File: src/rtl/cva6_ras_ckpt.sv
// rtl/cva6_ras_ckpt.sv - return-address stack with in-order checkpoint/restore queue
// Optional feature macro: CVA6_RAS_STATS_EN (overflow/underflow event counters).
module cva6_ras_ckpt #(
  parameter int unsigned DEPTH   = 2,
  parameter int unsigned VLEN    = 32,
  parameter int unsigned NR_CKPT = 4
) (
  input  logic                       clk_i,
  input  logic                       rst_i,
  input  logic                       push_i,
  input  logic                       pop_i,
  input  logic [VLEN-1:0]            addr_i,
  output logic [VLEN-1:0]            data_o,
  output logic                       valid_o,
  input  logic                       ckpt_save_i,
  output logic [$clog2(NR_CKPT)-1:0] ckpt_id_o,
  output logic                       ckpt_full_o,
  input  logic                       ckpt_restore_i,
  input  logic [$clog2(NR_CKPT)-1:0] ckpt_restore_id_i,
  input  logic                       ckpt_release_i,
  output logic [15:0]                overflow_cnt_o,
  output logic [15:0]                underflow_cnt_o
);

  localparam int unsigned PW = $clog2(DEPTH);
  localparam int unsigned NW = $clog2(DEPTH + 1);
  localparam int unsigned CW = $clog2(NR_CKPT);

  logic [VLEN-1:0] entry_q    [DEPTH];
  logic [PW-1:0]   tos_q;
  logic [NW-1:0]   cnt_q;
  logic [PW-1:0]   slot_tos_q [NR_CKPT];
  logic [NW-1:0]   slot_cnt_q [NR_CKPT];
  logic [VLEN-1:0] slot_top_q [NR_CKPT];
  logic [CW-1:0]   head_q;
  logic [CW-1:0]   tail_q;
  logic            full_q;

  logic [CW:0]     live;
  logic [CW-1:0]   restore_off;
  logic            restore_ok;
  logic            release_ok;
  logic            save_ok;
  logic            head_hit;
  logic            do_push;
  logic            do_pop;
  logic            do_both;
  logic            stack_full;
  logic            stack_empty;
  logic [PW-1:0]   tos_n;
  logic [NW-1:0]   cnt_n;
  logic            wr_en;
  logic [PW-1:0]   wr_idx;
  logic [VLEN-1:0] wr_data;
  logic [VLEN-1:0] top_n;

  always_comb begin
    // head == tail is ambiguous, so the full flag disambiguates live count
    live        = full_q ? (CW+1)'(NR_CKPT) : {1'b0, tail_q - head_q};
    restore_off = ckpt_restore_id_i - head_q;
    restore_ok  = ckpt_restore_i && ({1'b0, restore_off} < live);
    head_hit    = (restore_off == '0);
    release_ok  = ckpt_release_i && (live != '0);
    save_ok     = ckpt_save_i && !full_q && !restore_ok;
    do_push     = push_i && !pop_i && !restore_ok;
    do_pop      = pop_i && !push_i && !restore_ok;
    do_both     = push_i && pop_i && !restore_ok;
    stack_full  = (cnt_q == NW'(DEPTH));
    stack_empty = (cnt_q == '0);

    tos_n   = tos_q;
    cnt_n   = cnt_q;
    wr_en   = 1'b0;
    wr_idx  = tos_q;
    wr_data = addr_i;
    if (restore_ok) begin
      tos_n   = slot_tos_q[ckpt_restore_id_i];
      cnt_n   = slot_cnt_q[ckpt_restore_id_i];
      wr_en   = 1'b1;
      wr_idx  = slot_tos_q[ckpt_restore_id_i];
      wr_data = slot_top_q[ckpt_restore_id_i];
    end else if (do_push) begin
      tos_n  = tos_q + PW'(1);
      cnt_n  = stack_full ? cnt_q : cnt_q + NW'(1);
      wr_en  = 1'b1;
      wr_idx = tos_n;
    end else if (do_pop && !stack_empty) begin
      tos_n = tos_q - PW'(1);
      cnt_n = cnt_q - NW'(1);
    end else if (do_both) begin
      wr_en = 1'b1;
      if (stack_empty) cnt_n = NW'(1);
    end
    // top value as it will be after this edge, captured by a save
    top_n = (wr_en && (wr_idx == tos_n)) ? wr_data : entry_q[tos_n];
  end

  always_ff @(posedge clk_i) begin
    if (rst_i) begin
      for (int i = 0; i < DEPTH; i++) entry_q[i] <= '0;
      for (int i = 0; i < NR_CKPT; i++) begin
        slot_tos_q[i] <= '0;
        slot_cnt_q[i] <= '0;
        slot_top_q[i] <= '0;
      end
      tos_q  <= '0;
      cnt_q  <= '0;
      head_q <= '0;
      tail_q <= '0;
      full_q <= 1'b0;
    end else begin
      tos_q <= tos_n;
      cnt_q <= cnt_n;
      if (wr_en) entry_q[wr_idx] <= wr_data;
      if (save_ok) begin
        slot_tos_q[tail_q] <= tos_n;
        slot_cnt_q[tail_q] <= cnt_n;
        slot_top_q[tail_q] <= top_n;
        tail_q             <= tail_q + CW'(1);
      end
      if (restore_ok) tail_q <= ckpt_restore_id_i;
      // restoring the oldest slot frees everything, so the release has nothing to pop
      if (release_ok && !(restore_ok && head_hit)) head_q <= head_q + CW'(1);
      full_q <= !restore_ok &&
                ((full_q && !release_ok) ||
                 (save_ok && !release_ok && ((tail_q + CW'(1)) == head_q)));
    end
  end

  assign data_o      = entry_q[tos_q];
  assign valid_o     = (cnt_q != '0);
  assign ckpt_id_o   = tail_q;
  assign ckpt_full_o = full_q;

`ifdef CVA6_RAS_STATS_EN
  logic [15:0] ovf_q;
  logic [15:0] unf_q;
  logic        ovf_ev;
  logic        unf_ev;

  assign ovf_ev = do_push && stack_full;
  assign unf_ev = do_pop && stack_empty;

  always_ff @(posedge clk_i) begin
    if (rst_i) begin
      ovf_q <= '0;
      unf_q <= '0;
    end else begin
      if (ovf_ev && (ovf_q != 16'hFFFF)) ovf_q <= ovf_q + 16'd1;
      if (unf_ev && (unf_q != 16'hFFFF)) unf_q <= unf_q + 16'd1;
    end
  end

  assign overflow_cnt_o  = ovf_q;
  assign underflow_cnt_o = unf_q;
`else
  assign overflow_cnt_o  = '0;
  assign underflow_cnt_o = '0;
`endif

endmodule
File: config.mk
export PLATFORM = sky130hd
export DESIGN_NAME = cva6_ras_ckpt
export DESIGN_NICKNAME = d
export VERILOG_FILES = /design/src/rtl/cva6_ras_ckpt.sv
export SDC_FILE = /design/constraint.sdc
export NUM_CORES = 1
export LEC_CHECK = 0
export CAP_MARGIN = 25
export CORE_ASPECT_RATIO = 0.7
export CORE_MARGIN = 3
export CORE_UTILIZATION = 55
export DETAILED_ROUTE_END_ITERATION = 10
export GPL_ROUTABILITY_DRIVEN = 0
export PLACE_DENSITY_LB_ADDON = 0.05
export SETUP_SLACK_MARGIN = 0.4
export SYNTH_ARGS = -nofsm -noshare
export SYNTH_HDL_FRONTEND = slang
export SYNTH_SLANG_ARGS = --single-unit
export TNS_END_PERCENT = 5
File: constraint.sdc
create_clock -name clk_i -period 4.7 [get_ports clk_i]
set_input_delay 0.47 -clock clk_i [delete_from_list [all_inputs] [get_ports clk_i]]
set_output_delay 0.47 -clock clk_i [all_outputs]
set_load 0.01 [all_outputs]
Word level (Yosys, flattened, before mapping)
Memories as Yosys holds them, arrays and structs flattened. A register that Yosys moved wholly into a read port is not among the register bits. Cells that the tools add are included.

Magnitude comparators: 1. Equality and inequality tests: 3. Reductions and logical operators: 35. $add $sub $neg: 8. Multiplexer cells: 41.

Operator list (number): 2-to-1 mux 32 bit (4); OR reduction 32 bit (2); 2-to-1 mux 1 bit (24); 2-to-1 mux 2 bit (12); logical AND 1 bit (18); logical NOT 1 bit (7); adder 2 x 1 -> 2 bit, second input constant (3); logical NOT 2 bit (2); nonzero test 2 bit (2); subtractor 2 bit (2); < comparator 2 x 3 -> 1 bit (1); 2-to-1 mux 3 bit (1); nonzero test 3 bit (1); equality test 2 bit (1); equality test 2 bit, second input constant (1); OR reduction 2 bit (1); subtractor 2 x 1 -> 2 bit, second input constant (1); adder 1 bit, second input constant (1); equality test 1 bit (1); logical OR 1 bit (1); OR reduction 1 bit (1); subtractor 1 bit, second input constant (1).

Word-level logic and storage cells: 97. Memories kept: 4. Flip-flop bits (word level): 8. Output and inout bits: 68. Bits of input ports: 41. Bits in writable memories: 204.

Memories: slot_top_q (words 4, width 32, rd ports 1, clocked after memory_dff 0, write ports 4, RTL line 34) `logic [VLEN-1:0] slot_top_q [NR_CKPT];`; entry_q (words 2, width 32, rd ports 2, clocked after memory_dff 1, write ports 2, RTL line 29) `logic [VLEN-1:0] entry_q [DEPTH];`; slot_cnt_q (words 4, width 2, rd ports 1, clocked after memory_dff 0, write ports 4, RTL line 33) `logic [NW-1:0] slot_cnt_q [NR_CKPT];`; slot_tos_q (words 4, width 1, rd ports 1, clocked after memory_dff 0, write ports 4, RTL line 32) `logic [PW-1:0] slot_tos_q [NR_CKPT];`.

Depth between registers and ports, before layout
Gate-level depths: netlist of the first run.

Word-level depth: 15. Depth in mapped cells: 15. Depth with buffers taken out: 10.

Worst setup path after synthesis of the first run
Ideal clock, no wire load.

Path type: input -> register. From: input ckpt_restore_id_i[0]. To: memory slot_cnt_q[1][0] (netlist name), enable pin. Stages: 14. Arrival time: 3615 ps. Setup time: 398 ps. Path buffers: 4. Path slack: 687 ps. Data required time: 4302 ps. Path through: buf_2 -> buf_2 -> inv_1 -> ha_1 -> xnor3_1 -> inv_1 -> ha_1 -> nand2b_1 -> o221ai_2 -> nand3b_1 -> buf_2 -> or3_1 -> buf_4 -> nand2b_1.

RTL lines: from (decl) (RTL line 19) `input logic [$clog2(NR_CKPT)-1:0] ckpt_restore_id_i,`; to (decl) (RTL line 33).

==> flow_summary.json, run 1 <==
{
  "arrival_ns": 3.87,
  "crit_path_start_kind": "flip-flop",
  "via_count": 6842,
  "crit_required_ns": 4.82,
  "syn-cell-area_mm2": 0.0109,
  "ant_nets": 0,
  "diodes": 0,
  "fin_skew_ns": 0.0228,
  "reg2regPathDepth": 11,
  "synthArstFlopShare_pct": 0,
  "muxShareOfSynthArea_pct": 17.6,
  "numCtsBuffers": 22,
  "yosys.area.top_type_share_pct": 56.4,
  "synth_top_family_by_area": "multiplexers",
  "ys_ff_latch": 212,
  "worstPathMaxFanout": 37,
  "clockRootBuffer": "clkbuf_16",
  "rows": 42,
  "netlist_instances": 816,
  "p_leak_nw": 4.75,
  "gr-total-overflow": 0,
  "setup_viol": 0,
  "cts_buffer_depth": 3,
  "grt_max_degree": 70,
  "dieWidth_um": 174,
  "period_needed_ns": 3.75,
  "finalMaxSlewViolations": 0,
  "ir_drop_mv": 0.338,
  "yosys.area_share.adder_pct": 0.576,
  "drc": 0,
  "holdPathStages": 2,
  "drt-wirelength-per-cell_um": 22.4,
  "clkTransAtPathRegs_ns": 0.06,
  "place_inst": 1122,
  "grt_use_total_pct": 24.4,
  "post-cts-setup-buffer-count": 0,
  "antenna_found_initial": 0,
  "cts_tree": "done",
  "dp_hpwl_um": 15200,
  "synth_edf_count": 204,
  "design.core.area_mm2": 0.0191,
  "cts_sinks": 212,
  "status": "complete, no violations",
  "totalWireLength_um": 26000,
  "syn_to_final_growth_pct": 14.2,
  "min_path_type": "flip-flop to flip-flop",
  "slew_headroom_pct": 43.9,
  "hold_violations": 0,
  "regToRegSetupSlack_ns": 0.95,
  "synth_compound_gate_area_share_pct": 1.31,
  "timing.rr.end": "slot_top_q[3][11]$_DFFE_PP_",
  "synthFlopType": "edfxtp_1",
  "crit_path_end": "slot_top_q[3][11]$_DFFE_PP_",
  "synth-simple-area-share_pct": 16.0,
  "yosysSeqAreaShare_pct": 57.9,
  "finalPower_mw": 7.41,
  "routed_via_density": 5.90,
  "crit_path_start": "ckpt_id_o[0]$_SDFFE_PP0P_",
  "cp-end-kind": "flip-flop",
  "syn_avg_cell_area_um2": 13.3,
  "clock_latency_ns": 0.51,
  "path_class": "flip-flop to flip-flop",
  "setup_tns_ns": 0,
  "power_density_mw_per_mm2": 598,
  "fmax_mhz": 267,
  "tightest_slew_ns": 0.841,
  "grt_setup_unrepaired": "false",
  "max-cap-violations": 0,
  "firstDrtPassIters": 4,
  "synth.distinct_cells": 43,
  "grt_pass1_vias": 6951,
  "reg2reg_from": "ckpt_id_o[0]$_SDFFE_PP0P_",
  "pre_cts_slack_ns": 0.928,
  "synth_top_cells_by_area": "edfxtp_1 (56%), mux4_2 (7.3%), nor2_1 (6.3%)",
  "hold-worst-slack_ns": 0.607,
  "synth_xor_area_share_pct": 1.21,
  "start_util_pct": 56.8,
  "io_pins": 109,
  "htree_levels": 1,
  "ctsResizeCount": 0,
  "portBuffers": 76,
  "drt-initial-drc-count": 485,
  "die_area_mm2": 0.0215,
  "post_route_cells_drive_above_1_share_pct": 24.3,
  "holdBufCountCts": 0,
  "fin_crit_sh_pct": 79.8,
  "worst_slack_ns": 0.949,
  "fin_cells": 1160,
  "synth_largest_area_cell": "edfxtp_1",
  "ys_warn_count": 0,
  "die_h_um": 124,
  "grt_first_pass_wirelength_um": 39800,
  "finalNetCount": 928
}
[registers in the layout (all words and copies together) (netlist names)]
register,flops
slot_top_q,128
entry_q,64
slot_cnt_q,8
slot_tos_q,4
ckpt_id_o,2
cnt_q,2
head_q,2
ckpt_full_o,1
tos_q,1
[synthesized netlist by cell type (all sizes together), types with 5 or more instances]
| library cell | number |
|---|---|
| mux2i | 36 |
| nand2b | 9 |
| mux4 | 35 |
| nor3 | 130 |
| dfxtp | 8 |
| xor2 | 5 |
| mux2 | 64 |
| edfxtp | 204 |
| buf | 70 |
| ha | 5 |
| clkbuf | 18 |
| inv | 12 |
| nor2 | 182 |
[worst min path at each step]
stage | start | to | slack (ns)
2_1_floorplan | head_q[0]$_SDFFE_PP0P_ | head_q[0]$_SDFFE_PP0P_ | 0.53
3_3_place_gp | head_q[0]$_SDFFE_PP0P_ | head_q[0]$_SDFFE_PP0P_ | 0.56
3_5_place_dp | head_q[0]$_SDFFE_PP0P_ | head_q[0]$_SDFFE_PP0P_ | 0.58
4_1_cts | head_q[0]$_SDFFE_PP0P_ | head_q[0]$_SDFFE_PP0P_ | 0.60
5_1_grt | head_q[0]$_SDFFE_PP0P_ | head_q[0]$_SDFFE_PP0P_ | 0.66
6_report | head_q[0]$_SDFFE_PP0P_ | head_q[0]$_SDFFE_PP0P_ | 0.61
[power by group]
group	switching (mW)	internal, mW	total, mW	leakage, nW
combinational	1.67	1.29	2.96	2.24
clock	0.681	0.929	1.61	0.319
sequential	0.201	2.64	2.84	2.20
[cells by family after synthesis]
logic type | after synthesis
simple gates | 334
flops | 212
mux | 135
buf+inv | 100
compound gates | 18
xor+xnor | 11
fa+ha+maj | 5
other cells | 1
[cell type report]
class                   instances  area, µm²
fillers                      1434       6730
clock inverters                 3       13.8
clock buffers                  35        641
flip-flops and latches        212       6290
multi-input cells             535       4140
well taps                     264        330
repair buffers                 99        943
inverters                      12       47.5
[metrics by stage]
stage	util [%]	cell area (µm²)
3_3_place_gp	61.4	11700
2_1_floorplan	-	11000
5_1_grt	64.8	12400
6_report	64.8	12400
3_5_place_dp	61.4	11700
4_1_cts	64.8	12400
[worst max-delay path, stage by stage (launching register included)]
cell	delay [ns]
dfxtp_1	0.44
inv_1	0.12
ha_1	0.22
xnor3_1	0.19
nand2b_1	0.16
ha_1	0.29
nand2b_1	0.09
o221ai_4	0.18
buf_4	0.29
buf_4	0.57
a41o_1	0.26
buf_4	0.49
[metal layers]
layer  track usage (%)  vias to the layer above  share of wire [%]
met4              5.02                        0                1.5
li1                  -                     3068                  -
met3              4.20                       32                7.6
met2              40.1                      278                 46
met5                 0                        -                  0
met1              34.9                     3464                 45
[cell usage in the layout, fill, tap and decap left out, types with 2 or more instances in the layout]
cell	Yosys	final
a211o_1	2	2
a211oi_1	2	2
a31oi_1	2	2
buf_12	0	2
buf_2	24	3
buf_4	37	21
clkbuf_1	18	10
clkbuf_16	0	23
clkbuf_8	0	2
clkdlybuf4s50_1	0	73
clkinv_2	0	2
conb_1	1	32
dfxtp_1	8	7
edfxtp_1	204	204
ha_1	5	5
inv_1	11	11
mux2_2	54	54
mux2_4	10	10
mux2i_1	36	36
mux4_2	35	35
nand2_1	3	3
nand2b_1	9	6
nand2b_2	0	3
nor2_1	182	182
nor2b_1	3	3
nor3_1	76	76
nor3_2	54	54
o211ai_1	2	2
o21ai_0	2	2
or3_2	0	2
xnor2_1	4	4
xnor3_1	2	2
xor2_1	4	4
No activity file was read; power rests on OpenSTA's default activity.
==> inputs of run 2 (changes only) <==
- CORE_UTILIZATION: 55 -> 52
- clock period: 4.7 -> 3.3 ns (I/O delays scaled with it)
==> run 2 against run 1 <==
  * Count of clock-buffer cells in the layout down 8
  * First-iteration DRC count rose by 55%
  * Die area rose by 5.5%
  * Clock power increased by 41%
  * Total power grew 52%
  * Non-clock buffer count rose by 35
  * Wire length up 6.7%
  * Sequential share of layout area decreased by 2.5 points
  * Sequential power is 43% higher
  * Combinational power grew 66%
==> flow_summary.json, run 2 (synthesis gave the netlist of run 1 again) <==
{
  "fmax_mhz": 349,
  "cpLargestDelayFamily": "simple AND/OR/NAND/NOR gates",
  "max_stage_delay_ns": 0.48,
  "drt-initial-drc-count": 752,
  "fin_crit_sh_pct": 86.9,
  "io_pins": 109,
  "worst_slack_ns": 0.434,
  "min_path_type": "input pin to flip-flop",
  "routed_via_density": 5.87,
  "grt_use_total_pct": 24.0,
  "firstDrtPassIters": 5,
  "rows": 43,
  "grt_setup_unrepaired": "true",
  "grt_pass1_vias": 7160,
  "slowest_stage": "or3b_4",
  "holdBufCountCts": 0,
  "status": "complete, no violations",
  "cts_sinks": 212,
  "setup_viol": 0,
  "die_area_mm2": 0.0227,
  "period_needed_ns": 2.87,
  "pwr-share-comb_pct": 43.6,
  "crit_path_start_kind": "flip-flop",
  "worstPathMaxFanout": 6,
  "grt_first_pass_wirelength_um": 41300,
  "arrival_ns": 3.08,
  "syn_to_final_growth_pct": 20.1,
  "p_clk_share_pct": 20.2,
  "p_sw_mw": 3.89,
  "power_density_mw_per_mm2": 862,
  "reg_top3": "slot_top_q: 128 flops, entry_q: 64 flops, slot_cnt_q: 8 flops",
  "fin_skew_ns": 0.0105,
  "p_leak_nw": 5.09,
  "post_route_cells_drive_above_1_share_pct": 29.2,
  "dp_hpwl_um": 16000,
  "tightest_slew_ns": 0.806,
  "ir_drop_mv": 0.768,
  "max-cap-violations": 0,
  "top_register": "slot_top_q",
  "gr-total-overflow": 0,
  "portBuffers": 76,
  "clockRootBuffer": "clkbuf_16",
  "slew_headroom_pct": 46.2,
  "dieWidth_um": 179,
  "via_count": 7061,
  "numCtsBuffers": 22,
  "die_h_um": 127,
  "fin_cells": 1203,
  "start_util_pct": 53.8,
  "placed_cell_area_mm2": 0.0119,
  "finalInstanceArea_mm2": 0.0130,
  "finalNetCount": 963,
  "totalWireLength_um": 27800,
  "crit_chain": "inv_4 -> ha_4 -> xnor3_1 -> nand2b_4 -> ha_4 -> nand2b_1 -> o221ai_4 -> nand3b_1 -> or3b_4 -> nand2b_4 -> clkbuf_16",
  "postLayoutCoreUtil_pct": 64.7,
  "hold-worst-slack_ns": 0.537,
  "cp-end-kind": "flip-flop",
  "diodes": 0,
  "mostFrequentLayoutCell": "edfxtp_1",
  "swShare_pct": 34.6,
  "antenna_found_initial": 0,
  "finalPower_mw": 11.2,
  "hold_violations": 0,
  "cts_buffer_depth": 3,
  "cts_tree": "done",
  "drc": 0,
  "seq_power_share_pct": 36.2,
  "finalMaxSlewViolations": 0,
  "drt-wirelength-per-cell_um": 23.1,
  "largest_reg_flops": 128,
  "critPathBufInv": 2,
  "clkTransAtPathRegs_ns": 0.06,
  "pre_cts_slack_ns": 0.170,
  "p_int_mw": 7.35,
  "crit_required_ns": 3.52,
  "design.core.area_mm2": 0.0202,
  "htree_levels": 1,
  "ant_nets": 0,
  "setup_tns_ns": 0,
  "grt_max_degree": 70,
  "path_class": "flip-flop to flip-flop",
  "place_inst": 1136,
  "mostFrequentLayoutCells": "edfxtp_1 (204), nor2_1 (182), nor3_1 (74)",
  "clock_latency_ns": 0.50
}
[run 2: changes by cell type in the layout (fill, tap and decap cells not counted), sizes merged]
cell,before,now
clkbuf,35,32
bufbuf,0,2
clkinv,3,13
buf,26,54
[run 2: final cells by class]
class                           instances  area, µm²
Inverter                               12       50.0
Sequential cell                       212       6290
Multi-Input combinational cell        535       4240
Timing Repair Buffer                  134       1480
Clock inverter                         13       55.1
Clock buffer                           27        591
Fill cell                            1471       7130
Tap cell                              270        338
[run 2: what timing repair did]
action,CTS,global route
cloned,2,7
pin swaps,1,2
setup buffers,9,9
endpoints found under the setup margin,293,362
gates resized for setup,5,27
[run 2: tightest hold or removal path: stages]
cell and delay (ns):
buf_2 0.12, buf_4 0.32, nor2_1 0.17, a211oi_1 0.05
[run 2: power by group through the flow]
| stage | Clock, mW | Sequential [mW] | Combinational [mW] |
|---|---|---|---|
| floorplan | 0 | 3.98 | 2.87 |
| global placement | 0 | 4.07 | 4.21 |
| detailed placement | 0 | 4.12 | 4.30 |
| CTS | 2.30 | 4.06 | 4.52 |
| global route | 2.42 | 4.14 | 5.23 |
| finish | 2.27 | 4.07 | 4.90 |
[run 2: path summary, 6_finish.rpt]
path	from	to	slack, ns	cells past startpoint
setup reg to reg	ckpt_id_o[0]$_SDFFE_PP0P_	slot_cnt_q[2][0]$_SDFFCE_PN0P_	0.43	11
hold reg to reg	head_q[1]$_SDFFE_PP0P_	head_q[1]$_SDFFE_PP0P_	0.56	2
setup / recovery	ckpt_id_o[0]$_SDFFE_PP0P_	slot_cnt_q[2][0]$_SDFFCE_PN0P_	0.43	11
hold / removal	ckpt_restore_id_i[1]	ckpt_id_o[1]$_SDFFE_PP0P_	0.54	4
[run 2: routing by layer]
metal | wire [µm] | track usage (%)
met5 | 0 | 0
met4 | 547 | 4.67
met3 | 2290 | 3.92
met2 | 12900 | 38.7
met1 | 12000 | 35.1
==> variant, RTL diff (settings of run 1) <==
Add a define of `CVA6_RAS_STATS_EN`.
--- a/src/rtl/cva6_ras_ckpt.sv
+++ b/src/rtl/cva6_ras_ckpt.sv
@@ -1,5 +1,7 @@
 // rtl/cva6_ras_ckpt.sv - return-address stack with in-order checkpoint/restore queue
 // Optional feature macro: CVA6_RAS_STATS_EN (overflow/underflow event counters).
+`define CVA6_RAS_STATS_EN
+
 module cva6_ras_ckpt #(
   parameter int unsigned DEPTH   = 2,
   parameter int unsigned VLEN    = 32,
Check against the original RTL: not equivalent (Yosys sat finds a counterexample within 4 cycles, from zero or initial values and one cycle with rst_i high).
==> variant against run 1 <==
  * Cell count is 18% higher
  * Clock power is 14% higher
  * Synthesized area up 11%
  * Worst setup slack lost 0.038 ns
  * Final area rose by 14%
  * Global-route usage is 0.12 points higher
  * Fmax shrank 0.99%
  * Hold slack got worse by 0.33 ns
  * Critical path depth did not move
  * Combinational power down 2%
  * Non-clock buffer count grew 33
  * Sequential cell count rose by 32
  * Wire length grew 10%
  * Total power is 5.2% higher
==> variant: results (changes against run 1) <==
critical_path:
  crit_slowest_cell: "o221a_4"  # was buf_4
  cp_max_fo: 32  # was 37
  cp_data_arrival_time_ns: 3.98  # was 3.87 ns
  slowest_delay_ns: 0.44  # was 0.57 ns
  cp_top_family: "simple AND/OR/NAND/NOR gates"  # was buffers and inverters
sta:
  fin_hold_ws_ns: 0.278  # was 0.607 ns
  tightestPinTransition_ns: 0.823  # was 0.841 ns
  min_period_ns: 3.79  # was 3.75 ns
  finalClockSkew_ns: 0.0154  # was 0.0228 ns
grt:
  antenna_found_initial: 0  # unchanged
  grt_max_degree: 59  # was 70
  grt_pass1_vias: 8030  # was 6,951
  grt_pass1_wl_um: 45500  # was 39,800 um
  grt.total_usage_pct: 24.5  # was 24.4%
yosys:
  ys_types: 57  # was 43
  synth_edf_count: 204  # unchanged
  yosysSeqAreaShare_pct: 57.3  # was 57.9%
  ys_top_cells_by_area: "edfxtp_1 51%, dfxtp_1 6.6%, mux4_2 6.5%"  # was edfxtp_1 56%, mux4_2 7.3%, nor2_1 6.3%
  synth-main-ff-cell: "edfxtp_1"  # unchanged
  yosys-top-cells-count: "204 x edfxtp_1, 176 x nor2_1, 136 x nor3_1, 48 x mux2_2, 44 x nor2b_1"  # was 204 x edfxtp_1, 182 x nor2_1, 76 x nor3_1, 54 x mux2_2, 54 x nor3_2
final_layout:
  drive_gt1_share_pct: 16.9  # was 24.3%
  antenna_cells: 0  # unchanged
  layout.nets: 1122  # was 928
  largestRegisters: "slot_top_q (128), entry_q (64)"  # was slot_top_q (128), entry_q (64), slot_cnt_q (8)
  n_fill_cell: 1640  # was 1,434
placed_design:
  dp_hpwl_um: 17700  # was 15,200 um
  place_worst_setup_slack_ns: 0.932  # was 0.928 ns
  portBuffers: 108  # was 76
route:
  drt_iter0_markers: 684  # was 485
  viasPerCell: 5.96  # was 5.90
  wl_per_cell_um: 21.0  # was 22.4 um
  firstDrtPassIters: 7  # was 4
pwr:
  ir_drop_uv: 313  # was 338 uV
  leakage_uw: 0.00505  # was 0.00475 uW
cts:
  htree_levels: 1  # unchanged
  numCtsBuffers: 24  # was 22
outcome:
  status: "finished clean"  # unchanged
min_path:
  min_path_type: "in2reg"  # was reg2reg
variant: cell types whose count changed after synthesis, moves of 32 or more:
cell     delta
buf_4      -34
nor3_1     +60
nor2b_1    +41
nor3_2     -54
dfxtp_1    +32
variant: area by class of cell:
cell class | count | area share [%]
Clock inverter | 15 | 0.715
Sequential cell | 244 | 48.9
Inverter | 16 | 0.424
Tap cell | 276 | 2.44
Clock buffer | 28 | 4.49
Timing Repair Buffer | 132 | 8.93
Multi-Input combinational cell | 656 | 34.1
variant: tightest hold or removal path, delay by kind of cell:
family	cells	cell delay [ns]
buffers and inverters	2	0.20
AO/OA/AOI/OAI	1	0.07
variant: final timing paths:
kind,startpoint,to,cells after the start
max,ckpt_id_o[0],entry_q[1][18],11
min reg2reg,overflow_cnt_o[1],overflow_cnt_o[1],2
min,ckpt_restore_id_i[0],ckpt_id_o[0],3
max reg2reg,ckpt_id_o[0],entry_q[1][18],11
variant: cells by family (layout without fill, tap and decap cells):
logic type	count (synthesis)	after routing	share of synthesized area [%]
xor+xnor	26	26	2.17
fa+ha+maj	8	8	0.807
flops	244	244	57.3
mux	138	138	16.4
compound gates	38	38	2.29
simple gates	446	446	18.1
buf+inv	78	191	2.97
variant: stage by stage:
| step | std cells | total power, uW | cell area (sq um) |
|---|---|---|---|
| after floorplan | 978 | 5010 | 12100 |
| after global placement | 1324 | 5980 | 13400 |
| after detailed placement | 1324 | 6010 | 13400 |
| after CTS | 1367 | 7840 | 14200 |
| after global routing | 1367 | 8200 | 14200 |
| final | 1367 | 7800 | 14200 |
variant: report_power, final:
group / total (uW) / switching (uW) / internal [uW]
combinational: 2890 / 1620 / 1280
clock: 1830 / 803 / 1020
sequential: 3080 / 177 / 2900
variant: per-layer routing:
layer	GRT usage (%)	vias to the layer above	routed length, um
met2	37.8	288	12800
met3	4.85	35	2220
met1	37.0	4003	13400
met5	0	-	0
met4	4.70	0	368
li1	-	3818	-
